<file path="src/rtl/cpu1_pkg.sv">
// Shared constants and types for the CPU1 fetch/execute sequencer.
// Optional single-step support is enabled by defining CPU1_SINGLE_STEP_EN.
package cpu1_pkg;

   // Instruction opcodes, instr[7:4]
   localparam logic [3:0] OP_NOP    = 4'h0;
   localparam logic [3:0] OP_LDA    = 4'h1;
   localparam logic [3:0] OP_LDB    = 4'h2;
   localparam logic [3:0] OP_ADD    = 4'h3;
   localparam logic [3:0] OP_SUB    = 4'h4;
   localparam logic [3:0] OP_AND    = 4'h5;
   localparam logic [3:0] OP_OR     = 4'h6;
   localparam logic [3:0] OP_XOR    = 4'h7;
   localparam logic [3:0] OP_MRA    = 4'h8;
   localparam logic [3:0] OP_MRB    = 4'h9;
   localparam logic [3:0] OP_JMP    = 4'hA;
   localparam logic [3:0] OP_JZ     = 4'hB;
   localparam logic [3:0] OP_JNZ    = 4'hC;
   localparam logic [3:0] OP_RSVD_D = 4'hD;
   localparam logic [3:0] OP_RSVD_E = 4'hE;
   localparam logic [3:0] OP_HALT   = 4'hF;

   // ALU operation codes
   localparam logic [2:0] ALU_ADD = 3'd0;
   localparam logic [2:0] ALU_SUB = 3'd1;
   localparam logic [2:0] ALU_AND = 3'd2;
   localparam logic [2:0] ALU_OR  = 3'd3;
   localparam logic [2:0] ALU_XOR = 3'd4;

   // A/B input mux select
   localparam logic SRC_IMM = 1'b0;
   localparam logic SRC_R   = 1'b1;

   // Sequencer states; WAIT is only reachable in single-step builds
   typedef enum logic [1:0] {
      FETCH = 2'd0,
      EXEC  = 2'd1,
      HALT  = 2'd2,
      WAIT  = 2'd3
   } state_e;

endpackage

</file>
<file path="src/rtl/cpu1_decode.sv">
// Combinational decode of the latched opcode into datapath controls.
// Outputs are raw decode; the sequencer gates them with its EXEC state.
module cpu1_decode
   import cpu1_pkg::*;
(
   input  logic [3:0] opcode_i,
   input  logic       z_i,
   output logic       a_en_o,
   output logic       b_en_o,
   output logic       r_en_o,
   output logic       src_sel_o,
   output logic [2:0] alu_op_o,
   output logic       jump_taken_o,
   output logic       halt_o
);

   // Opcode to control mapping; reserved opcodes fall through as NOP
   always_comb begin
      a_en_o       = 1'b0;
      b_en_o       = 1'b0;
      r_en_o       = 1'b0;
      src_sel_o    = SRC_IMM;
      alu_op_o     = ALU_ADD;
      jump_taken_o = 1'b0;
      halt_o       = 1'b0;
      case (opcode_i)
         OP_LDA:  a_en_o = 1'b1;
         OP_LDB:  b_en_o = 1'b1;
         OP_ADD:  begin r_en_o = 1'b1; alu_op_o = ALU_ADD; end
         OP_SUB:  begin r_en_o = 1'b1; alu_op_o = ALU_SUB; end
         OP_AND:  begin r_en_o = 1'b1; alu_op_o = ALU_AND; end
         OP_OR:   begin r_en_o = 1'b1; alu_op_o = ALU_OR;  end
         OP_XOR:  begin r_en_o = 1'b1; alu_op_o = ALU_XOR; end
         OP_MRA:  begin a_en_o = 1'b1; src_sel_o = SRC_R; end
         OP_MRB:  begin b_en_o = 1'b1; src_sel_o = SRC_R; end
         OP_JMP:  jump_taken_o = 1'b1;
         OP_JZ:   jump_taken_o = z_i;
         OP_JNZ:  jump_taken_o = ~z_i;
         OP_HALT: halt_o = 1'b1;
         default: ;
      endcase
   end

endmodule

</file>
<file path="src/rtl/cpu1_sequencer.sv">
// CPU1 fetch/execute control unit: FSM, program counter, instruction
// register and zero flag. Defining CPU1_SINGLE_STEP_EN adds step_i and a
// WAIT state that gates every fetch, including the first after reset.
module cpu1_sequencer
   import cpu1_pkg::*;
#(
   parameter int PC_W = 4
)(
   input  logic            clk_i,
   input  logic            rst_i,
`ifdef CPU1_SINGLE_STEP_EN
   input  logic            step_i,
`endif
   input  logic [7:0]      instr_i,
   input  logic            mem_ack_i,
   input  logic            alu_zero_i,
   output logic            mem_req_o,
   output logic [PC_W-1:0] pc_o,
   output logic            a_en_o,
   output logic            b_en_o,
   output logic            r_en_o,
   output logic            src_sel_o,
   output logic [3:0]      imm_o,
   output logic [2:0]      alu_op_o,
   output logic            halted_o
);

`ifdef CPU1_SINGLE_STEP_EN
   localparam state_e RESET_STATE = WAIT;
   localparam state_e AFTER_EXEC  = WAIT;
`else
   localparam state_e RESET_STATE = FETCH;
   localparam state_e AFTER_EXEC  = FETCH;
`endif

   state_e          state_q, state_d;
   logic [PC_W-1:0] pc_q, pc_d;
   logic [7:0]      ir_q, ir_d;
   logic            z_q, z_d;

   logic            dec_a_en, dec_b_en, dec_r_en, dec_src_sel;
   logic [2:0]      dec_alu_op;
   logic            dec_jump, dec_halt;
   logic            in_exec;

   cpu1_decode u_decode (
      .opcode_i     (ir_q[7:4]),
      .z_i          (z_q),
      .a_en_o       (dec_a_en),
      .b_en_o       (dec_b_en),
      .r_en_o       (dec_r_en),
      .src_sel_o    (dec_src_sel),
      .alu_op_o     (dec_alu_op),
      .jump_taken_o (dec_jump),
      .halt_o       (dec_halt)
   );

   // State, pc, instruction and zero-flag registers
   always_ff @(posedge clk_i or posedge rst_i) begin
      if (rst_i) begin
         state_q <= RESET_STATE;
         pc_q    <= '0;
         ir_q    <= {OP_NOP, 4'h0};
         z_q     <= 1'b0;
      end else begin
         state_q <= state_d;
         pc_q    <= pc_d;
         ir_q    <= ir_d;
         z_q     <= z_d;
      end
   end

   // Next-state logic: latch on ack, execute for one cycle, update pc and z
   always_comb begin
      state_d = state_q;
      pc_d    = pc_q;
      ir_d    = ir_q;
      z_d     = z_q;
      case (state_q)
         FETCH: begin
            if (mem_ack_i) begin
               ir_d    = instr_i;
               state_d = EXEC;
            end
         end
         EXEC: begin
            if (dec_r_en) begin
               z_d = alu_zero_i;
            end
            if (dec_halt) begin
               state_d = HALT;
            end else begin
               state_d = AFTER_EXEC;
               // Operand is zero-extended to the pc width on a taken jump
               pc_d    = dec_jump ? PC_W'(ir_q[3:0]) : pc_q + PC_W'(1);
            end
         end
         HALT: ;
         WAIT: begin
`ifdef CPU1_SINGLE_STEP_EN
            if (step_i) begin
               state_d = FETCH;
            end
`else
            state_d = FETCH;
`endif
         end
         default: state_d = RESET_STATE;
      endcase
   end

   // Controls are only live during EXEC; everything else reflects the state
   always_comb begin
      in_exec   = (state_q == EXEC);
      a_en_o    = in_exec & dec_a_en;
      b_en_o    = in_exec & dec_b_en;
      r_en_o    = in_exec & dec_r_en;
      src_sel_o = in_exec ? dec_src_sel : SRC_IMM;
      alu_op_o  = in_exec ? dec_alu_op : ALU_ADD;
      imm_o     = ir_q[3:0];
      mem_req_o = (state_q == FETCH);
      halted_o  = (state_q == HALT);
      pc_o      = pc_q;
   end

endmodule
</file>
<file path="config.mk">
export PLATFORM = sky130hd
export DESIGN_NAME = cpu1_sequencer
export DESIGN_NICKNAME = d
export VERILOG_FILES = /design/src/rtl/cpu1_pkg.sv /design/src/rtl/cpu1_decode.sv /design/src/rtl/cpu1_sequencer.sv
export SDC_FILE = /design/constraint.sdc
export NUM_CORES = 1
export LEC_CHECK = 0
export CAP_MARGIN = 30
export CELL_PAD_IN_SITES_DETAIL_PLACEMENT = 0
export CELL_PAD_IN_SITES_GLOBAL_PLACEMENT = 1
export CORE_UTILIZATION = 40
export CTS_CLUSTER_SIZE = 10
export DETAILED_ROUTE_END_ITERATION = 16
export DONT_BUFFER_PORTS = 1
export HOLD_SLACK_MARGIN = 0.03
export PLACE_DENSITY = 0.83
export SLEW_MARGIN = 0
export SYNTH_ARGS = -nofsm -noshare
export SYNTH_HDL_FRONTEND = slang
export SYNTH_SLANG_ARGS = --single-unit
export TNS_END_PERCENT = 1
</file>
<file path="constraint.sdc">
create_clock -name clk_i -period 1.5 [get_ports clk_i]
set_clock_uncertainty 0.1 [all_clocks]
set_input_delay 0.075 -clock clk_i [delete_from_list [all_inputs] [get_ports clk_i]]
set_output_delay 0.075 -clock clk_i [all_outputs]
set_load 0.1 [all_outputs]
</file>
==> results.py <==
metrics = {
    "synth": {
        "syn_area_per_cell_um2": 10.2,
        "synth_top_area_share_pct": 42.8,
        "syn_inst": 86,
        "yosys.cell_types.count": 34,
        "ys_ff_latch": 15,
        "yosysTopAreaCell": "dfrtp_1",
        "netlist_area_um2": 877,
        "ys_seq_area_share_pct": 42.8,
        "ys_warn_count": 0,
        "syn-num-nets": 99,
        "synth_area_leaders": "dfrtp_1, mux2_2, buf_4",
    },
    "worst_setup_path": {
        "crit_top_cell": "buf_6",
        "critPathKind": "reg2out",
        "cp_num_cells": 5,
        "cp-end-kind": "output port",
        "max_stage_delay_ns": 0.39,
        "crit_family": "buffers and inverters",
        "reg2reg_depth": 4,
        "reg2reg_slack_ns": -0.09,
        "crit_end": "b_en_o",
        "start_kind": "register",
        "cp.required_ns": 1.32,
        "r2r_start": "z_q$_DFFE_PP0P_",
        "crit_fanout": 5,
        "cp-startpoint": "state_q[1]$_DFFE_PP0P_",
        "crit_slowest_cell": "dfrtp_1",
        "crit_chain": "nand2b_4, buf_6, buf_6, nor3_4, buf_12",
        "r2r-end": "pc_o[1]$_DFFE_PP0P_",
        "critPathBufInv": 3,
        "worstPathArrival_ns": 1.48,
    },
    "route": {
        "drt_wl_total_mm": 2.38,
        "ant_nets": 0,
        "wl_per_cell_um": 15.4,
        "first_iter_violations": 4,
        "vias_per_cell": 5.23,
        "vias": 811,
        "drtPass1Iterations": 4,
        "drc": 0,
    },
    "cells_and_area": {
        "postLayoutCoreUtil_pct": 76.4,
        "area_growth_pct": 74.5,
        "nNetsFinal": 142,
        "stdcell_area_um2": 1530,
        "final_common_cell": "buf_4",
        "final_cell_mix": "buf_4, dfrtp_1, dlygate4sd3_1, buf_12",
        "num_antenna_cells": 0,
        "drive_gt1_share_pct": 55.5,
    },
    "floorplan": {
        "fp.dieW_um": 48.8,
        "start_util_pct": 43.8,
        "dieArea_um2": 2380,
        "die_h_um": 48.8,
        "core_area_um2": 2000,
        "ios": 29,
        "rows": 16,
    },
    "global_route": {
        "grt_pass1_wl_mm": 3.86,
        "grt_overflow": 0,
        "grt_max_degree": 16,
        "grt_usage_pct": 21.3,
        "grt_pass1_vias": 859,
        "antenna_found_initial": 0,
    },
    "sta": {
        "relSlewSlack_pct": 61.1,
        "fmax_ghz": 0.605,
        "tightest_slew_ns": 0.583,
        "layout_setup_ws_ns": -0.154,
        "fin_crit_sh_pct": 110,
        "fin_crit_ns": 1.65,
        "rsz0062_at_grt": "yes",
        "drv_slew": 0,
        "hold_viol_final": 0,
        "setup_viol": 16,
        "hold_ws_ns": 0.181,
    },
    "placed_design": {
        "place_ws_ns": -0.134,
        "place_congestion": 0.737,
        "dp_hpwl_mm": 1.59,
        "port_buffers": 0,
        "dpl-instance-area_um2": 1230,
    },
    "cts": {
        "clk_latency_ns": 0.29,
        "clockRootBuffer": "clkbuf_4",
        "cts.path.max_buffers": 2,
        "h-tree-depth": 1,
        "clk_pin_slew_ns": 0.09,
        "cts_tree": "yes",
        "cts_sinks": 15,
        "cts-buffers-inserted": 3,
    },
    "run_status": {
        "status": "finished, violations left",
        "violations": "setup timing",
    },
    "power": {
        "cellPowerDensity_nw_per_um2": 2300,
        "power.leakage_nw": 0.670,
        "ir_drop_uv": 1500,
    },
    "worst_hold_path": {
        "hp-class": "in2async",
    },
    "run": {
        "cap_violations": 0,
    },
}
metal layers:
| metal | part of all wire, % | track usage, % |
|---|---|---|
| met1 | 40 | 23.1 |
| met2 | 56 | 41.7 |
| met3 | 2.6 | 2.80 |
| met4 | 1.4 | 7.35 |
| met5 | 0 | 0 |
worst min path at each step:
stage                                      to  slack, ns
final                     ir_q[6]$_DFFE_PP0P_       0.18
after global placement    ir_q[7]$_DFFE_PP0P_      -0.06
after global routing          z_q$_DFFE_PP0P_       0.25
after detailed placement  ir_q[6]$_DFFE_PP0P_      -0.04
after floorplan           ir_q[0]$_DFFE_PP0P_      -0.12
after CTS                 pc_o[2]$_DFFE_PP0P_       0.21
synthesized netlist by cell type, drive strengths merged:
master    n
and2b     1
o2bb2ai   1
clkbuf    1
nand2     7
nand4     3
and4      1
a211o     1
and2      1
buf       9
a21oi     2
or4b      1
o22a      1
nand3     4
mux2      9
nor4b     2
xnor2     2
ha        1
a21o      1
nor4      1
or4       1
a22o      1
nor3      2
nand2b    3
dfrtp    15
nor2b     3
a21boi    1
inv       1
a31o      1
o21ai     1
nor2      8
final cells by class:
class / count / area, um2
inverters: 1 / 3.75
multi-input cells: 60 / 572
clock buffers: 4 / 26.3
well taps: 27 / 33.8
fillers: 141 / 472
flip-flops and latches: 15 / 377
repair buffers: 48 / 518
cells by family (layout without fill, tap and decap cells):
| kind of cell | count (synthesis) | in the layout | synth area share, % |
|---|---|---|---|
| simple gates | 38 | 38 | 25.0 |
| mux | 9 | 9 | 11.6 |
| fa+ha+maj | 1 | 1 | 1.43 |
| flops | 15 | 15 | 42.8 |
| compound gates | 10 | 10 | 8.85 |
| xor+xnor | 2 | 2 | 2.00 |
| buf+inv | 11 | 53 | 8.42 |
registers in the layout, indices dropped and copies added, names as in the netlist:
register / cells
state_q: 2
z_q: 1
pc_o: 4
ir_q: 8
power by group:
group / total, W / switching [W] / internal (W)
combinational: 0.00259 / 0.00164 / 0.000948
clock: 0.000235 / 0.000131 / 0.000103
sequential: 0.000700 / 0.000144 / 0.000556
total: 0.00352 / 0.00192 / 0.00161
stage by stage:
step           power, W  instances  TNS (ns)
2_1_floorplan   0.00243         86     -7.35
3_3_place_gp    0.00288        134   -0.0708
3_5_place_dp    0.00295        134    -0.334
4_1_cts         0.00333        151     -1.61
5_1_grt         0.00369        155     -2.69
6_report        0.00352        155     -1.45
timing repair:
action                                 4_1_cts  5_1_grt
setup buffers                                2        4
hold buffers                                11        0
gates resized for setup                     14       16
pin swaps                                    6        3
endpoints found under the hold margin       25        0
setup endpoints to repair                   11       22
Power figures use the tool's default switching activity.
